<file path="config.mk">
export PLATFORM = sky130hd
export DESIGN_NAME = adder_pipe
export DESIGN_NICKNAME = d
export VERILOG_FILES = /design/src/rtl/adder_pipe.sv
export SDC_FILE = /design/constraint.sdc
export NUM_CORES = 1
export LEC_CHECK = 0
export ABC_AREA = 0
export CELL_PAD_IN_SITES_DETAIL_PLACEMENT = 0
export CELL_PAD_IN_SITES_GLOBAL_PLACEMENT = 2
export CORE_ASPECT_RATIO = 0.75
export CORE_MARGIN = 2
export CORE_UTILIZATION = 42
export DETAILED_ROUTE_END_ITERATION = 8
export PLACE_DENSITY_LB_ADDON = 0.1
export SLEW_MARGIN = 0
export SYNTH_ARGS = -nofsm -noshare
export SYNTH_HDL_FRONTEND = slang
export SYNTH_SLANG_ARGS = --single-unit
</file>
<file path="constraint.sdc">
create_clock -name clk -period 5.48 [get_ports clk]
set_input_delay 1.096 -clock clk [delete_from_list [all_inputs] [get_ports clk]]
set_output_delay 1.096 -clock clk [all_outputs]
set_load 0.01 [all_outputs]
</file>
<file path="src/rtl/adder_pipe.sv">
// adder_pipe: pipelined add/sub, one CW-bit chunk per stage with registered carry,
// operand skew and result deskew carried in one shrinking per-stage data word.
module adder_pipe #(
    parameter int WIDTH  = 16,
    parameter int STAGES = 4
) (
    input  logic             clk,
    input  logic             rst,
    input  logic             in_valid,
    output logic             in_ready,
    input  logic [WIDTH-1:0] a,
    input  logic [WIDTH-1:0] b,
    input  logic             cin,
    input  logic             sub,
    output logic             out_valid,
    input  logic             out_ready,
    output logic [WIDTH-1:0] sum,
    output logic             cout,
    output logic             ovf
);
    localparam int CW = WIDTH / STAGES;
    localparam int L  = STAGES - 1;

    logic             w_adv;
    logic [WIDTH-1:0] w_bx;
    logic             w_cx;
    logic             w_ovf;
    logic             r_ovf;

    assign w_adv    = !out_valid || out_ready;
    assign in_ready = w_adv;
    assign w_bx     = sub ? ~b : b;
    assign w_cx     = cin ^ sub;

    // Stage k word layout: {b not yet consumed, a not yet consumed, sum chunks done}.
    // It shrinks by CW each stage, so the last stage holds exactly the result.
    genvar k;
    generate
        for (k = 0; k < STAGES; k++) begin : g_st
            localparam int PW = 2*WIDTH - k*CW;
            localparam int NW = PW - CW;
            logic [PW-1:0]    w_p;
            logic             w_pv;
            logic             w_pc;
            logic [CW:0]      w_t;
            logic [WIDTH-1:0] w_low;
            logic [NW-1:0]    w_n;
            logic [NW-1:0]    r_x;
            logic             r_v;
            logic             r_c;
            if (k == 0) begin : g_src
                assign w_p  = {w_bx, a};
                assign w_pv = in_valid;
                assign w_pc = w_cx;
            end else begin : g_src
                assign w_p  = g_st[k-1].r_x;
                assign w_pv = g_st[k-1].r_v;
                assign w_pc = g_st[k-1].r_c;
            end
            assign w_t = {1'b0, w_p[k*CW +: CW]} + {1'b0, w_p[WIDTH +: CW]} + {{CW{1'b0}}, w_pc};
            always_comb begin
                w_low = w_p[WIDTH-1:0];
                w_low[k*CW +: CW] = w_t[CW-1:0];
            end
            if (k == L) begin : g_n
                assign w_n = w_low;
            end else begin : g_n
                assign w_n = {w_p[PW-1:WIDTH+CW], w_low};
            end
            // Data only loads with a valid beat so bubbles leave the outputs untouched.
            always_ff @(posedge clk or posedge rst) begin
                if (rst) begin
                    r_v <= 1'b0;
                    r_c <= 1'b0;
                    r_x <= '0;
                end else if (w_adv) begin
                    r_v <= w_pv;
                    if (w_pv) begin
                        r_c <= w_t[CW];
                        r_x <= w_n;
                    end
                end
            end
        end
    endgenerate

    // Carry into the MSB recovered as a ^ b ^ sum at that bit.
    assign w_ovf = g_st[L].w_p[WIDTH-1] ^ g_st[L].w_p[WIDTH+CW-1] ^ g_st[L].w_t[CW-1] ^ g_st[L].w_t[CW];

    always_ff @(posedge clk or posedge rst) begin
        if (rst)
            r_ovf <= 1'b0;
        else if (w_adv && g_st[L].w_pv)
            r_ovf <= w_ovf;
    end

    assign out_valid = g_st[L].r_v;
    assign sum       = g_st[L].r_x;
    assign cout      = g_st[L].r_c;
    assign ovf       = r_ovf;
endmodule

</file>
==> impl_metrics.py, run 1 <==
metrics = {
    "timing": {
        "finClkSkew_ns": 0.007073,
        "layout_min_cycle_time_ns": 3.468,
        "final.setup.tns_ns": 0,
        "relSlewSlack_pct": 42.73,
        "setup_viol": 0,
        "max_clock_freq_ghz": 0.2883,
        "drv_slew": 0,
        "rsz0062_at_grt": "false",
        "hold-worst-slack_ns": 0.4761,
        "period_share_pct": 63.29,
        "worst_pin_slew_ns": 0.8563,
        "hold_viol_final": 0,
    },
    "die": {
        "rows": 32,
        "start_util_pct": 43.67,
        "die_area_um2": 11720,
        "core-area_um2": 10450,
        "die_w_um": 124.4,
        "ios": 58,
        "die_y_um": 94.27,
    },
    "final_layout": {
        "final_area_um2": 5480,
        "nets": 432,
        "final_cell_mix": "dfrtp_1 (97), clkdlybuf4s50_1 (57), mux2_4 (51)",
        "seqCellArea_um2": 2427,
        "diodes": 0,
        "fillerInstances": 912,
        "drive_gt1_share_pct": 23.22,
        "multi_input_area_um2": 1917,
        "synthToLayoutAreaGrowth_pct": 20.10,
        "final_common_cell": "dfrtp_1",
    },
    "cts": {
        "post-cts-setup-buffers": 0,
        "insertion_delay_ns": 0.34,
        "clk_pin_slew_ns": 0.06,
        "numCtsBuffers": 9,
        "root_buffer": "clkbuf_16",
        "cts_buffer_depth": 2,
        "htreeDepth": 3,
        "cts_hold_repair.buffers": 0,
        "clock_sinks": 97,
        "cts_tree": "yes",
        "cts-resized-gates": 0,
    },
    "route": {
        "drtAntennaViolNets": 0,
        "viasPerCell": 4.507,
        "wl_um": 7227,
        "vias": 2321,
        "routedWlPerCell_um": 14.03,
        "first_iter_violations": 95,
        "route.detailed.drc": 0,
        "first_pass_iters": 3,
    },
    "pwr": {
        "ir_worst_vdd_mv": 0.1943,
        "power.density_nw_per_um2": 577.9,
        "total_leakage_power_uw": 0.002579,
        "finalPower_uw": 3167,
    },
    "place": {
        "post-dp-hpwl_um": 5064,
        "gp_congestion": 0.7325,
        "dpl-instance-area_um2": 5151,
        "io_buffer_count": 57,
    },
    "flow_run": {
        "timing.max_cap.violations": 0,
    },
    "critical_path": {
        "path_depth": 7,
        "cp_common_cell": "fa_1",
        "crit_end": "g_st[0].r_c",
        "r2r_start": "g_st[2].r_x[12]",
        "cp-end-kind": "flop",
        "cp_slowest_cell": "clkdlybuf4s50_1",
        "critical_path_class": "in -> reg",
        "crit_family": "buffers and inverters",
        "arrival_ns": 3.68,
        "start_kind": "primary input",
        "crit_fanout": 17,
        "startpoint": "sub",
        "crit_required_ns": 5.69,
        "critical_path.max_stage_delay_ns": 1.03,
        "r2r-end": "ovf",
        "reg2reg_depth": 6,
        "r2r_setup_slack_ns": 3.34,
        "cp_cell_sequence": "clkdlybuf4s50_1 -> xor2_1 -> fa_1 -> fa_1 -> a21o_1 -> a211oi_1 -> a21oi_1",
        "path_buf_inv": 1,
    },
    "hold_path": {
        "holdCritPathClass": "reg -> reg",
        "worstHoldStart": "g_st[0].r_x[26]",
    },
    "synthesis": {
        "syn-num-nets": 376,
        "syn-instance-count": 318,
        "synth_cell_types": 29,
        "ys_ff_latch": 97,
        "synth_area_um2": 4563,
        "ys_seq_area_share_pct": 53.19,
        "avgSynthCellArea_um2": 14.35,
        "yosys_warnings": 0,
    },
    "grt": {
        "grt_max_degree": 59,
        "grt-ovfl-total": 0,
        "grt_pass1_vias": 2428,
        "grt_pass1_wl_um": 12410,
        "grtUsageTotal_pct": 13.57,
        "antenna_found_initial": 0,
    },
    "outcome": {
        "outcome": "finished clean",
    },
}
## cells by family after synthesis
logic type               share of synthesized area (%)
AND/OR/NAND/NOR                                  4.853
buffers and inverters                            4.798
XOR/XNOR                                         4.798
AO/OA/AOI/OAI                                    5.319
adder cells (fa/ha/maj)                          6.800
flip-flops                                       53.19
multiplexers                                     20.24
## cells in the mapped netlist
cell type	number	share of area (%)
mux2_4	51	17
nand2_8	2	0.88
nor2b_1	1	0.14
a21oi_1	9	0.99
nor3b_1	1	0.16
o21ai_1	1	0.11
inv_8	1	0.25
or2b_1	1	0.16
ha_1	12	3.3
nor2_1	2	0.16
buf_12	5	2.2
xor2_1	12	2.3
buf_2	3	0.33
o21ai_0	25	2.7
nand2_4	2	0.49
nor2b_4	1	0.30
clkbuf_8	1	0.30
a211oi_1	1	0.16
inv_1	12	0.99
o31ai_1	1	0.16
mux2_2	14	3.5
dfrtp_1	97	53
a21boi_0	1	0.16
buf_6	1	0.25
fa_1	8	3.5
a21o_1	6	0.99
buf_4	3	0.49
xnor2_1	13	2.5
nand2_1	31	2.6
## report_power, final
part / internal (uW) / switching (uW) / total, uW
clock network: 416 / 265 / 681
registers: 1040 / 200 / 1240
logic: 751 / 496 / 1250
## stage by stage
step / instances / worst slack, ns / util, %
6_report: 515 / 2.012 / 52.44
5_1_grt: 515 / 1.823 / 52.44
4_1_cts: 515 / 1.989 / 52.44
3_5_place_dp: 499 / 1.629 / 49.29
3_3_place_gp: 499 / 1.648 / 49.29
2_1_floorplan: 318 / 1.850 / -
## metal layers
layer | GRT usage [%] | vias up | wire length (um)
met5 | 0 | - | 0
met4 | 4.494 | 0 | 102
met3 | 3.872 | 9 | 280
met2 | 18.44 | 48 | 2831
met1 | 20.59 | 1076 | 4012
li1 | - | 1188 | -
## registers in the layout, summed over array words and instances (netlist names)
name	count
sum	16
out_valid	1
g_st.r_v	3
g_st.r_c	3
cout	1
g_st.r_x	72
ovf	1
## final cells by class
type                            instances  area share [%]
Sequential cell                        97           44.29
Multi-Input combinational cell        195           34.98
Timing Repair Buffer                   58           10.55
Clock buffer                           11           4.429
Tap cell                              136           3.105
Clock inverter                          5           1.575
Inverter                               13           1.073
## worst min path at each step
| stage | to | cells past startpoint |
|---|---|---|
| floorplan | g_st[0].r_x[26] | 2 |
| global placement | g_st[0].r_x[21] | 2 |
| detailed placement | g_st[1].r_x[5] | 2 |
| CTS | g_st[1].r_x[5] | 2 |
| global route | g_st[1].r_x[4] | 2 |
| finish | g_st[0].r_x[26] | 2 |
## worst reg2reg max path, cell delays in order, from the launching register on
cell,delay [ns]
dfrtp_1,0.41
fa_1,0.46
fa_1,0.42
a21o_1,0.19
a21oi_1,0.27
xnor2_1,0.19
o21ai_1,0.08
Note: power is estimated with default switching activity, not from simulation.
==> run 2: changes to the inputs <==
--- a/config.mk
+++ b/config.mk
@@ -10,7 +10,7 @@
 export CELL_PAD_IN_SITES_GLOBAL_PLACEMENT = 2
 export CORE_ASPECT_RATIO = 0.75
 export CORE_MARGIN = 2
-export CORE_UTILIZATION = 42
+export CORE_UTILIZATION = 39
 export DETAILED_ROUTE_END_ITERATION = 8
 export PLACE_DENSITY_LB_ADDON = 0.1
 export SLEW_MARGIN = 0
==> constraint.sdc (replaced) <==
create_clock -name clk -period 3.5 [get_ports clk]
set_input_delay 0.7 -clock clk [delete_from_list [all_inputs] [get_ports clk]]
set_output_delay 0.7 -clock clk [all_outputs]
set_load 0.01 [all_outputs]
==> impl_metrics.py, run 2 (synthesis gave the netlist of run 1 again) <==
metrics = {
    "outcome": {
        "outcome": "finished clean",
    },
    "place": {
        "io_buffer_count": 57,
        "post-dp-hpwl_um": 5193,
        "gp_congestion": 0.7181,
    },
    "final_layout": {
        "largest_reg_flops": 72,
        "drive_gt1_share_pct": 23.10,
        "synthToLayoutAreaGrowth_pct": 19.80,
        "final_common_cell": "dfrtp_1",
        "fillerInstances": 1028,
        "max_flop_register": "g_st.r_x",
        "final_cell_mix": "dfrtp_1 (97), clkdlybuf4s50_1 (57), mux2_4 (51)",
        "nets": 434,
        "diodes": 0,
    },
    "route": {
        "route.detailed.drc": 0,
        "drtAntennaViolNets": 0,
        "routedWlPerCell_um": 13.88,
        "vias": 2335,
        "first_pass_iters": 4,
        "first_iter_violations": 101,
        "viasPerCell": 4.448,
        "wl_um": 7288,
    },
    "timing": {
        "relSlewSlack_pct": 45.86,
        "layout_min_cycle_time_ns": 2.688,
        "worst_pin_slew_ns": 0.8121,
        "max_clock_freq_ghz": 0.3721,
        "final.setup.tns_ns": 0,
        "hold_viol_final": 0,
        "rsz0062_at_grt": "false",
        "drv_slew": 0,
        "finClkSkew_ns": 0.007070,
        "period_share_pct": 76.79,
        "setup_viol": 0,
        "hold-worst-slack_ns": 0.4791,
    },
    "grt": {
        "grt_max_degree": 68,
        "antenna_found_initial": 0,
        "grt_pass1_wl_um": 12280,
        "grt_pass1_vias": 2323,
        "grtUsageTotal_pct": 12.86,
        "grt-ovfl-total": 0,
    },
    "cts": {
        "insertion_delay_ns": 0.34,
        "numCtsBuffers": 9,
        "htreeDepth": 3,
        "cts_tree": "yes",
        "cts_buffer_depth": 2,
        "cts-resized-gates": 0,
        "clk_pin_slew_ns": 0.06,
        "clock_sinks": 97,
        "post-cts-setup-buffers": 0,
        "cts_hold_repair.buffers": 0,
        "root_buffer": "clkbuf_16",
    },
    "critical_path": {
        "crit_fanout": 8,
        "r2r_start": "g_st[2].r_x[12]",
        "cp_cell_sequence": "clkdlybuf4s50_1 -> xor2_1 -> fa_1 -> fa_1 -> a21o_1 -> a211oi_1 -> a21oi_1",
        "cp_slowest_cell": "clkdlybuf4s50_1",
        "r2r-end": "ovf",
        "arrival_ns": 2.90,
        "cp-end-kind": "flop",
        "startpoint": "sub",
        "start_kind": "primary input",
        "critical_path.max_stage_delay_ns": 0.60,
        "reg2reg_depth": 6,
        "r2r_setup_slack_ns": 1.41,
        "cp_common_cell": "fa_1",
        "critical_path_class": "in -> reg",
        "crit_required_ns": 3.71,
    },
    "flow_run": {
        "timing.max_cap.violations": 0,
    },
    "die": {
        "die_w_um": 128.9,
        "rows": 34,
        "ios": 58,
        "core-area_um2": 11490,
        "start_util_pct": 39.73,
        "die_y_um": 97.68,
        "die_area_um2": 12590,
    },
    "pwr": {
        "power.density_nw_per_um2": 889.1,
        "total_leakage_power_uw": 0.002562,
        "ir_worst_vdd_mv": 0.3121,
    },
    "hold_path": {
        "holdCritPathClass": "reg -> reg",
        "holdPathEnd": "sum[15]",
        "holdPathStages": 2,
        "worstHoldStart": "sum[15]",
    },
}
## run 2: how the worst max path moves through the flow
stage | endpoint | slack, ns | depth (start not counted)
3_5_place_dp | g_st[0].r_c | 0.44 | 7
5_1_grt | g_st[0].r_c | 0.71 | 7
3_3_place_gp | g_st[0].r_c | 0.46 | 7
2_1_floorplan | cout | 0.27 | 1
4_1_cts | g_st[0].r_c | 0.80 | 7
6_report | g_st[0].r_c | 0.81 | 7
## run 2: stage by stage
step | setup slack (ns) | instance area [um2] | cells | util, % | power [uW]
after global routing | 0.7116 | 5466 | 525 | 47.59 | 5223
after detailed placement | 0.4380 | 5176 | 509 | 45.07 | 3965
after global placement | 0.4586 | 5176 | 509 | 45.07 | 3926
after CTS | 0.7989 | 5466 | 525 | 47.59 | 4944
final | 0.8125 | 5466 | 525 | 47.59 | 4860
after floorplan | 0.2663 | 4563 | 318 | - | 3454
## run 2: report_power, final
part	leakage [uW]	switching [uW]	internal, uW
sequential	0.00117	318	1630
combinational	0.00126	775	1180
clock	0.000133	407	556
## run 2: cell type report
cell class	instances	area, um2	area share [%]
Tap cell	144	180.2	3.296
Multi-Input combinational cell	195	1917	35.07
Inverter	13	58.81	1.076
Timing Repair Buffer	60	593.1	10.85
Sequential cell	97	2427	44.40
Clock inverter	4	53.80	0.9842
Clock buffer	12	236.5	4.326
## run 2: routing by layer
layer / share of wire, % / track usage, %
met2: 37 / 16.00
met1: 57 / 20.44
met5: 0 / 0
met3: 4.2 / 3.634
met4: 1.7 / 5.268
## run 2: worst max-delay path: cells and delay by family
| family | cells | cell delay (ns) |
|---|---|---|
| buffers and inverters | 1 | 0.60 |
| adders and majority gates | 2 | 0.88 |
| AOI/OAI and AO/OA | 3 | 0.46 |
| xor gates and xnor gates | 1 | 0.26 |
==> run 3: changes to the inputs <==
--- a/config.mk
+++ b/config.mk
@@ -10,7 +10,7 @@
 export CELL_PAD_IN_SITES_GLOBAL_PLACEMENT = 2
 export CORE_ASPECT_RATIO = 0.75
 export CORE_MARGIN = 2
-export CORE_UTILIZATION = 39
+export CORE_UTILIZATION = 35
 export DETAILED_ROUTE_END_ITERATION = 8
 export PLACE_DENSITY_LB_ADDON = 0.1
 export SLEW_MARGIN = 0
==> constraint.sdc (replaced) <==
create_clock -name clk -period 2.4 [get_ports clk]
set_input_delay 0.48 -clock clk [delete_from_list [all_inputs] [get_ports clk]]
set_output_delay 0.48 -clock clk [all_outputs]
set_load 0.01 [all_outputs]
==> impl_metrics.py, run 3 (synthesis gave the netlist of run 1 again) <==
metrics = {
    "die": {
        "ios": 58,
        "rows": 36,
        "start_util_pct": 35.55,
        "die_w_um": 135.8,
        "core-area_um2": 12840,
        "die_area_um2": 13980,
        "die_y_um": 102.9,
    },
    "pwr": {
        "total_leakage_power_uw": 0.002595,
        "power.density_nw_per_um2": 1294,
        "p_sw_uw": 2177,
        "intPower_uw": 5025,
        "combPwrFrac_pct": 40.0,
        "p_clk_share_pct": 20.6,
        "ir_worst_vdd_mv": 0.4072,
        "p_sw_share_pct": 30.23,
        "p_seq_share_pct": 39.5,
    },
    "final_layout": {
        "largest_reg_flops": 72,
        "drive_gt1_share_pct": 23.44,
        "max_flop_register": "g_st.r_x",
        "final_cell_mix": "dfrtp_1 (97), clkdlybuf4s50_1 (57), mux2_4 (51)",
        "postLayoutCoreUtil_pct": 43.34,
        "final_cells": 555,
        "nets": 437,
        "diodes": 0,
        "fillerInstances": 1200,
        "final_common_cell": "dfrtp_1",
        "synthToLayoutAreaGrowth_pct": 21.94,
    },
    "route": {
        "route.detailed.drc": 0,
        "first_iter_violations": 55,
        "drtAntennaViolNets": 0,
        "viasPerCell": 4.216,
        "first_pass_iters": 4,
        "vias": 2340,
        "routedWlPerCell_um": 13.66,
        "wl_um": 7584,
    },
    "timing": {
        "finClkSkew_ns": 0.005642,
        "final.setup.tns_ns": 0,
        "fin_ws_ns": 0.1044,
        "rsz0062_at_grt": "false",
        "hold-worst-slack_ns": 0.4788,
        "worst_pin_slew_ns": 0.5548,
        "setup_viol": 0,
        "drv_slew": 0,
        "hold_viol_final": 0,
        "layout_min_cycle_time_ns": 2.296,
        "max_clock_freq_ghz": 0.4356,
        "relSlewSlack_pct": 62.94,
        "period_share_pct": 95.65,
    },
    "critical_path": {
        "reg2reg_depth": 6,
        "critical_path.max_stage_delay_ns": 0.48,
        "startpoint": "sub",
        "r2r_setup_slack_ns": 0.34,
        "r2r-end": "ovf",
        "critical_path_class": "in -> reg",
        "r2r_start": "g_st[2].r_x[12]",
        "start_kind": "primary input",
        "path_depth": 7,
        "crit_required_ns": 2.62,
        "cp_cell_sequence": "clkdlybuf4s50_1 -> xor2_1 -> fa_1 -> fa_1 -> a21o_1 -> a211oi_1 -> a21oi_1",
        "crit_family": "adder cells",
        "path_buf_inv": 1,
        "crit_fanout": 4,
        "cp-end-kind": "flop",
        "cp_slowest_cell": "clkdlybuf4s50_1",
        "cp_common_cell": "fa_1",
        "arrival_ns": 2.51,
    },
    "cts": {
        "root_buffer": "clkbuf_16",
        "cts_tree": "yes",
        "cts-resized-gates": 0,
        "insertion_delay_ns": 0.34,
        "clk_pin_slew_ns": 0.06,
        "clock_sinks": 97,
        "cts_buffer_depth": 2,
        "numCtsBuffers": 9,
        "post-cts-setup-buffers": 0,
        "htreeDepth": 3,
        "cts_hold_repair.buffers": 0,
    },
    "flow_run": {
        "timing.max_cap.violations": 0,
    },
    "grt": {
        "grt_pass1_vias": 2372,
        "grt-ovfl-total": 0,
        "antenna_found_initial": 0,
        "grtUsageTotal_pct": 12.35,
        "grt_max_degree": 46,
        "grt_pass1_wl_um": 12930,
    },
    "place": {
        "placed_cells": 539,
        "post-dp-hpwl_um": 5508,
        "gp_congestion": 0.7070,
        "io_buffer_count": 57,
        "dp_slack_ns": -0.2651,
    },
    "hold_path": {
        "holdPathStages": 2,
        "holdPathEnd": "g_st[1].r_x[7]",
        "holdCritPathClass": "reg -> reg",
        "worstHoldStart": "g_st[1].r_x[7]",
    },
    "outcome": {
        "outcome": "finished clean",
    },
}
-- run 3: tightest hold or removal path, stage by stage, from the launching register on --
cell,delay (ns)
dfrtp_1,0.34
nand2_1,0.05
o31ai_1,0.05
-- run 3: how the worst max path moves through the flow --
stage                       end  slack (ns)
floorplan           g_st[0].r_c        0.01
global placement    g_st[0].r_c       -0.22
detailed placement  g_st[0].r_c       -0.27
CTS                 g_st[0].r_c        0.09
global route        g_st[0].r_c        0.01
finish              g_st[0].r_c        0.10
-- run 3: power groups by stage --
stage,registers [uW],clock network [uW],logic [uW]
floorplan,2800,0,2240
global placement,2870,0,2890
detailed placement,2890,0,2930
CTS,2860,1530,2940
global route,2950,1610,3200
finish,2840,1480,2880
-- run 3: stage by stage --
| step | area, um2 | total power (uW) |
|---|---|---|
| finish | 5564 | 7202 |
| global route | 5564 | 7765 |
| CTS | 5564 | 7331 |
| detailed placement | 5259 | 5821 |
| global placement | 5259 | 5762 |
| floorplan | 4567 | 5038 |
-- run 3: final cells by class --
type / instances / area [um2] / area share (%)
inverters: 13 / 60.06 / 1.079
clock inverters: 3 / 65.06 / 1.169
multi-input cells: 195 / 1917 / 34.45
repair buffers: 63 / 640.6 / 11.51
well taps: 171 / 214.0 / 3.845
clock buffers: 13 / 240.2 / 4.318
flip-flops and latches: 97 / 2427 / 43.62
-- run 3: metal layers --
metal  vias to the layer above  track usage, %  part of all wire (%)
li1                       1201               -                     -
met1                      1087           19.43                    57
met3                         9           4.031                   3.5
met2                        43           15.42                    38
met5                         -               0                     0
met4                         0           4.327                   1.5
